`src/rtl/add_seq_pkg.sv`:
```
// Shared definitions for the nibble-serial adder controller.
// Holds the controller state encoding and the slice width.
package add_seq_pkg;

    localparam int SLICE_W = 4;

    typedef enum logic [1:0] {
        IDLE = 2'd0,
        RUN  = 2'd1,
        DONE = 2'd2
    } state_t;

endpackage

```
`src/rtl/adder4_slice.sv`:
```
// Combinational 4-bit adder slice with carry in/out; the controller
// reuses a single instance of it for every nibble of the operands.
module adder4_slice
    import add_seq_pkg::*;
(
    input  logic [SLICE_W-1:0] a4,
    input  logic [SLICE_W-1:0] b4,
    input  logic               ci,
    output logic [SLICE_W-1:0] s4,
    output logic               co
);

    assign {co, s4} = {1'b0, a4} + {1'b0, b4} + {{SLICE_W{1'b0}}, ci};

endmodule

```
`src/rtl/add_seq_ctrl.sv`:
```
// Nibble-serial W-bit adder: latches operands, then walks one shared 4-bit
// slice from LSB to MSB, one nibble per RUN cycle, and hands off the result.
module add_seq_ctrl
    import add_seq_pkg::*;
#(
    parameter int NIBBLES = 4
) (
    input  logic                       clk,
    input  logic                       rst,
    input  logic                       in_valid,
    output logic                       in_ready,
    input  logic [SLICE_W*NIBBLES-1:0] a,
    input  logic [SLICE_W*NIBBLES-1:0] b,
    input  logic                       cin,
    input  logic                       abort,
    output logic                       out_valid,
    input  logic                       out_ready,
    output logic [SLICE_W*NIBBLES-1:0] sum,
    output logic                       cout,
    output logic                       ovf,
    output logic                       busy
);

    localparam int W     = SLICE_W * NIBBLES;
    localparam int IDX_W = (NIBBLES > 1) ? $clog2(NIBBLES) : 1;
    localparam logic [IDX_W-1:0] LAST_IDX = IDX_W'(NIBBLES - 1);

    state_t             state_reg, state_next;
    logic [IDX_W-1:0]   idx_reg, idx_next;
    logic               carry_reg, carry_next;
    logic [W-1:0]       sum_reg, sum_next;
    logic [W-1:0]       a_reg, a_next;
    logic [W-1:0]       b_reg, b_next;

    logic [SLICE_W-1:0] a_nibs [NIBBLES];
    logic [SLICE_W-1:0] b_nibs [NIBBLES];
    logic [W-1:0]       sum_upd;
    logic [SLICE_W-1:0] slice_a, slice_b, slice_s;
    logic               slice_co;
    logic               accept;

    // Split latched operands into nibbles and merge the slice result back
    // into whichever nibble idx currently points at.
    generate
        for (genvar gi = 0; gi < NIBBLES; gi++) begin : g_nib
            assign a_nibs[gi] = a_reg[gi*SLICE_W +: SLICE_W];
            assign b_nibs[gi] = b_reg[gi*SLICE_W +: SLICE_W];
            assign sum_upd[gi*SLICE_W +: SLICE_W] =
                (idx_reg == IDX_W'(gi)) ? slice_s : sum_reg[gi*SLICE_W +: SLICE_W];
        end
    endgenerate

    assign slice_a = a_nibs[idx_reg];
    assign slice_b = b_nibs[idx_reg];

    adder4_slice u_slice (
        .a4 (slice_a),
        .b4 (slice_b),
        .ci (carry_reg),
        .s4 (slice_s),
        .co (slice_co)
    );

    assign in_ready  = (state_reg == IDLE) && !abort;
    assign accept    = in_ready && in_valid;
    assign out_valid = (state_reg == DONE);
    assign busy      = (state_reg != IDLE);
    assign sum       = sum_reg;
    assign cout      = carry_reg;
    assign ovf       = (a_reg[W-1] == b_reg[W-1]) && (sum_reg[W-1] != a_reg[W-1]);

    always_ff @(posedge clk or posedge rst) begin
        if (rst) begin
            state_reg <= IDLE;
            idx_reg   <= '0;
            carry_reg <= 1'b0;
            sum_reg   <= '0;
            a_reg     <= '0;
            b_reg     <= '0;
        end else begin
            state_reg <= state_next;
            idx_reg   <= idx_next;
            carry_reg <= carry_next;
            sum_reg   <= sum_next;
            a_reg     <= a_next;
            b_reg     <= b_next;
        end
    end

    always_comb begin
        state_next = state_reg;
        idx_next   = idx_reg;
        carry_next = carry_reg;
        sum_next   = sum_reg;
        a_next     = a_reg;
        b_next     = b_reg;

        case (state_reg)
            IDLE: begin
                if (accept) begin
                    a_next     = a;
                    b_next     = b;
                    carry_next = cin;
                    idx_next   = '0;
                    sum_next   = '0;
                    state_next = RUN;
                end
            end
            RUN: begin
                sum_next   = sum_upd;
                carry_next = slice_co;
                // idx parks on the last nibble rather than wrapping.
                if (idx_reg == LAST_IDX) begin
                    state_next = DONE;
                end else begin
                    idx_next = idx_reg + 1'b1;
                end
            end
            DONE: begin
                if (out_ready) begin
                    state_next = IDLE;
                end
            end
            default: begin
                state_next = IDLE;
            end
        endcase

        if (abort) begin
            state_next = IDLE;
            idx_next   = '0;
        end
    end

endmodule

```
`config.mk`:
```
export PLATFORM = sky130hd
export DESIGN_NAME = add_seq_ctrl
export DESIGN_NICKNAME = d
export VERILOG_FILES = /design/src/rtl/add_seq_pkg.sv /design/src/rtl/adder4_slice.sv /design/src/rtl/add_seq_ctrl.sv
export SDC_FILE = /design/constraint.sdc
export NUM_CORES = 1
export LEC_CHECK = 0
export CORE_MARGIN = 3
export CORE_UTILIZATION = 49
export CTS_CLUSTER_DIAMETER = 60
export DETAILED_ROUTE_END_ITERATION = 10
export PLACE_DENSITY = 0.77
export SETUP_SLACK_MARGIN = 0.05
export SYNTH_ARGS = -nofsm -noshare
export SYNTH_HDL_FRONTEND = slang
export SYNTH_HIERARCHICAL = 1
export SYNTH_SLANG_ARGS = --single-unit
```
`constraint.sdc`:
```
create_clock -name clk -period 2.96 [get_ports clk]
set_input_delay 0.592 -clock clk [delete_from_list [all_inputs] [get_ports clk]]
set_output_delay 0.592 -clock clk [all_outputs]
set_load 0.05 [all_outputs]
```
==> summary.md <==
| Metric | Value |
|---|---|
| Post-placement cell area | 3137 sq um |
| Post-route ant nets | 0 |
| Crit-path max FO | 8 |
| Minimum clock period | 2564 ps |
| Vias | 1,617 |
| Unrepaired setup endpoints after global routing | false |
| Worst-Skew Late Latency | 300 ps |
| Row count | 25 |
| Period utilization | 86.61% |
| Number of fill cells in the layout | 399 |
| Sw frac | 33.96% |
| Register area share after synthesis | 53.29% |
| Die X | 77.27 um |
| Cell-internal power | 1.378 mW |
| Die area | 5970 sq um |
| Vias in the first global route | 1,633 |
| Hold WS | 489.3 ps |
| Die H | 77.27 um |
| Synth warnings | 6 |
| Global-route wire length before repair | 7.941 mm |
| H-tree depth | 2 |
| CP Cell Sequence | mux4_2, fa_1, inv_1, fa_1, nor2b_1, o21ai_0, nand2b_1, a221o_1 |
| # setup viols final | 0 |
| Fmax | 390.1 MHz |
| Final hold vios | 0 |
| CP Launch Type | flip-flop |
| Initial antenna violation count | 0 |
| Met2 Use GR | 27.55% |
| Buffers added on ports | 58 |
| Post-CTS Repair Setup Buffers | 0 |
| Routed vias/inst | 5.302 |
| Max clock buf depth | 2 |
| Num ports | 59 |
| Mapped Area | 2489 sq um |
| Critical Path End Type | flip-flop |
| Sequential Power Share | 45.0% |
| Worst-margin pin slew | 715.7 ps |
| Post-synthesis register bit count | 53 |
| Sequential Area | 1326 sq um |
| Syn_nets | 222 |
| Clock Pin Slew Worst Setup and Hold Paths | 90 ps |
| DRC violations left | 0 |
| Number of enable flip-flop cells after synthesis | 0 |
| Static Leak | 1.389 nW |
| Final HPWL DP | 3.771 mm |
| Switch Pwr | 708.5 uW |
| Max incr delay on CP | 570 ps |
| Area of the core | 4817 sq um |
| Clk root buf | clkbuf_8 |
| Crit path DAT | 2750 ps |
| Slowest-stage cell, CP | mux4_2 |
| Post-synth top area share | 53.29% |
| Wire length per cell | 15.85 um |
| Starting density of the core | 51.66% |
| Slew Viols, Final | 0 |
| Area of the multi-input gates | 1074 sq um |
| Cts bufs inserted | 5 |
| Asr flop ratio synth | 100.0% |
| Peak VDD IR | 0.3772 mV |
| CTS hold repair buffers | 0 |
| Layout cells sized above 1 | 15.97% |
| Syn Area/Cell | 14.22 sq um |
| Setup TNS | 0 ps |
| Clk sinks | 53 |
| Final GP Congestion | 0.8649 |
| Post-Synthesis Cells | 175 |
| Top Usage Layer GRT | met2 |
| WL final | 4.834 mm |
| Clock Skew | 5.722 ps |
| CP most frequent cell | fa_1 |
| ANT cells | 0 |
| Comb power frac | 35.7% |
| Global-route met3 utilization | 4.930% |
| Post-CTS Resized | 0 |
| Post-synth top cells | 53 x dfrtp_1, 19 x mux2_1, 16 x a22o_1 |
| CTS tree | done |
| Drt initial violations | 72 |
| Gr usage total | 17.03% |
| Power density over cell area | 647.4 nW/um^2 |
| Global routing usage on met1 | 22.31% |
| Slew margin rel. | 52.22% |
| Most common flop cell mapped by yosys | dfrtp_1 |
| Synth area leaders | dfrtp_1 53%, mux2_1 8.6%, mux4_2 7.2% |
| Max cap viols | 0 |
| Data required, critical path | 3150 ps |
| Clock share of power | 19.3% |
| WS Path Type | flip-flop to flip-flop |
| First drt pass iteration count | 4 |
| Post-Layout Inst Area | 3223 sq um |
| Status | complete, no violations |
| Final net count | 285 |
| P&R area growth vs syn | 29.51% |
| Grt ovf | 0 |
| Hold crit path type | flip-flop to flip-flop |
| Largest net degree at the start of global routing | 36 |
| Count leader, synth | dfrtp_1 |
| Yosys top cell by area | dfrtp_1 |
| Synth cell types | 30 |
==> routing by layer <==
metal / vias up / share of wire [%]
li1: 761 / -
met5: - / 0
met3: 10 / 5.7
met1: 787 / 44
met2: 59 / 49
met4: 0 / 1.7
==> final cells by class <==
cell class              count  area share (%)
multi-input cells         106           33.31
repair buffers             64           19.33
clock buffers               7           2.679
well taps                  67           2.601
inverters                   8          0.9317
flip-flops and latches     53           41.15
==> power groups by stage <==
stage	logic [mW]	clock network (mW)	registers (mW)
finish	0.745	0.402	0.939
global placement	0.728	0	0.956
CTS	0.751	0.412	0.942
global route	0.795	0.441	0.959
detailed placement	0.748	0	0.957
floorplan	0.369	0	1.07
==> cell usage in the layout (no fill, tap or decap), drive strengths merged <==
cell            n
clkdlybuf4s50  57
dfrtp          53
mux2           32
a22o           16
nor2            9
mux4            8
inv             8
ha              7
buf             7
clkbuf          7
and3b           4
nor2b           4
nand2b          4
nand2           3
o21ai           3
a21oi           3
xnor2           2
fa              2
nor4b           1
nor3b           1
a221o           1
nand3b          1
mux2i           1
or2             1
nand3           1
a31oi           1
a21o            1
==> logic make-up (layout without fill, tap and decap cells) <==
group                      count (synthesis)  after routing  share of synthesized area, %
AOI/OAI and AO/OA                         25             25                         7.944
xor gates and xnor gates                   2              2                        0.7040
adders and majority gates                  9              9                         5.128
buffers and inverters                     16             79                         3.570
DFF                                       53             53                         53.29
muxes                                     41             41                         22.12
and+or+nand+nor                           29             29                         7.239
==> worst paths after layout <==
| check | from | end | slack [ps] | depth (start not counted) |
|---|---|---|---|---|
| max | idx_reg[0] | cout | 400 | 8 |
| min | a_reg[8] | a_reg[8] | 490 | 1 |
| max reg2reg | idx_reg[0] | cout | 400 | 8 |
| min reg2reg | a_reg[8] | a_reg[8] | 490 | 1 |
| max in group asynchronous | rst | b_reg[12] | 1610 | 3 |
| min in group asynchronous | rst | sum[5] | 730 | 2 |
==> critical path: cells and delay by family (launching register included) <==
kind / cells / cell delay (ps)
mux: 1 / 570
compound gates: 2 / 450
buf+inv: 1 / 90
flops: 1 / 540
fa+ha+maj: 2 / 670
simple gates: 2 / 130
==> stage by stage <==
step	instances	total power, mW	utilization [%]	worst slack [ps]
floorplan	175	1.443	-	434.3
global placement	298	1.684	65.12	542.8
detailed placement	298	1.705	65.12	436.4
CTS	305	2.106	66.91	395.9
global route	305	2.195	66.91	220.8
finish	305	2.086	66.91	396.4
No activity file was read; power rests on OpenSTA's default activity.
==> patch: new RTL, same settings <==
Encoding of `state_t`: now one-hot (3 bits for 3 states).
--- a/src/rtl/add_seq_pkg.sv
+++ b/src/rtl/add_seq_pkg.sv
@@ -6,6 +6,6 @@
 
-    typedef enum logic [1:0] {
-        IDLE = 2'd0,
-        RUN  = 2'd1,
-        DONE = 2'd2
+    typedef enum logic [2:0] {
+        IDLE = 3'b001,
+        RUN  = 3'b010,
+        DONE = 3'b100
     } state_t;
Behaviour: no difference found for any inputs over 10 cycles, from zero or initial values and one cycle with rst high; not proved beyond that.
==> patch against the original RTL <==
- worst setup slack got worse by 190 ps
- cell area increased by 11%
- count of clock-buffer cells in the layout decreased by 1
- cell count increased by 16%
- non-clock buffer count increased by 1
- sequential cell count increased by 1
- fmax decreased by 6.9%
- total power decreased by 7.4%
- sequential power decreased by 1%
- synthesized area increased by 13%
- critical path depth unchanged
- clock skew decreased by 0.90 ps
- routed wire length increased by 14%
- critical path type unchanged
- critical endpoint is now sum[11]
==> patch: results <==
group,metric,value,unit
status,status,"finished, final reports clean",
synth,synth_commonest_cells,"dfrtp_1, mux2_2, a31o_2, nand2b_1",
detailed_routing,drcViolationCount,0,
hold_path,hold_class,"reg -> reg",
setup_path,crit_slowest_cell,"mux4_2",
global_routing,grt_antenna_before_repair,0,
clock_network,cts-root-buf,"clkbuf_8",
detailed_routing,vias,1930,
power,ir_worst_vdd,0.375,mV
clock_network,cts_buffers,5,
detailed_routing,drt_iter0_drc,80,
timing,slew_viol_final,0,
clock_network,postCtsSetupBuffers,0,
synth,synth_area_leaders,"dfrtp_1, mux2_2, mux4_2",
final_layout,design_area,0.00357,mm2
final_layout,fin_nets,329,
timing,hold_violations,0,
placed_design,hpwl,4.16,mm
setup_path,critical_path.top_delay_family,"compound AO/OA/AOI/OAI gates",
clock_network,clk_pin_slew_worst_paths,90,ps
clock_network,cts_resized,0,
timing,worstMarginPinSlew,753,ps
clock_network,cts_buffer_depth,2,
placed_design,gp_congestion,0.764,
setup_path,crit_arrival,2970,ps
synth,synth_cell_types,39,
synth,synth_seq_area_share,48.0,%
global_routing,grt_usage,18.6,%
setup_path,crit_fanout,6,
final_layout,drive_gt1_share,29.0,%
synth,syn_nets,271,
global_routing,grt_max_degree,31,
power,p_leak,1.49,nW
placed_design,io_buffer_count,58,
placed_design,place_area,0.00348,mm2
timing,fin_worst_skew,4.82,ps
synth,yosysWarnings,6,
final_layout,fillers,422,
placed_design,dp_slack,212,ps
global_routing,grt_pass1_wl,9.36,mm
synth,async_flop_share,100,%
detailed_routing,wl_per_cell,15.6,um
## patch: cell count changes after synthesis, sizes merged, moves of 2 or more
cell    before  now
a21oi        3   16
a22o        16    4
a31o         0   16
and3b        4    1
buf          6   10
clkbuf       2    4
nand2        3   15
nand2b       4   15
nor2         9    4
nor2b        4    6
nor3         0    3
or3b         0    3
## patch: path summary, 6_finish.rpt
check                      startpoint           end  slack [ps]  cells past startpoint
setup / recovery           idx_reg[0]       sum[11]         210                      8
hold / removal               b_reg[7]      b_reg[7]         510                      1
setup reg to reg           idx_reg[0]       sum[11]         210                      8
hold reg to reg              b_reg[7]      b_reg[7]         510                      1
max in group asynchronous         rst  state_reg[0]        1670                      3
min in group asynchronous         rst      a_reg[3]         670                      2
## patch: per-stage QoR
| stage | instances | power [mW] | hold slack (ps) |
|---|---|---|---|
| detailed placement | 345 | 1.52 | 493 |
| global route | 353 | 2.05 | 525 |
| floorplan | 224 | 1.32 | 474 |
| finish | 353 | 1.93 | 509 |
| CTS | 353 | 1.95 | 515 |
| global placement | 345 | 1.51 | 487 |
## patch: layer usage
layer	wire length, um	global-route usage, %	part of all wire [%]
met1	2410	24.0	44
met2	2710	30.9	49
met3	327	4.50	5.9
met4	72	5.48	1.3
met5	0	0	0
## patch: cells by family after synthesis
group | share of synthesized area [%]
fa+ha+maj | 4.53
buf+inv | 4.44
simple gates | 11.9
mux | 19.9
compound gates | 10.6
xor+xnor | 0.622
flops | 48.0
## patch: layout make-up
type,count,area share (%)
sequential,54,37.9
clock inverter,2,0.350
clock buffer,6,2.31
timing repair buffer,65,18.7
tap,70,2.45
inverter,7,0.736
multi-input combinational,149,37.6
## patch: where the power goes
group | internal, mW | switching [mW] | total, mW
sequential | 0.853 | 0.0733 | 0.926
combinational | 0.296 | 0.281 | 0.577
clock | 0.188 | 0.241 | 0.429
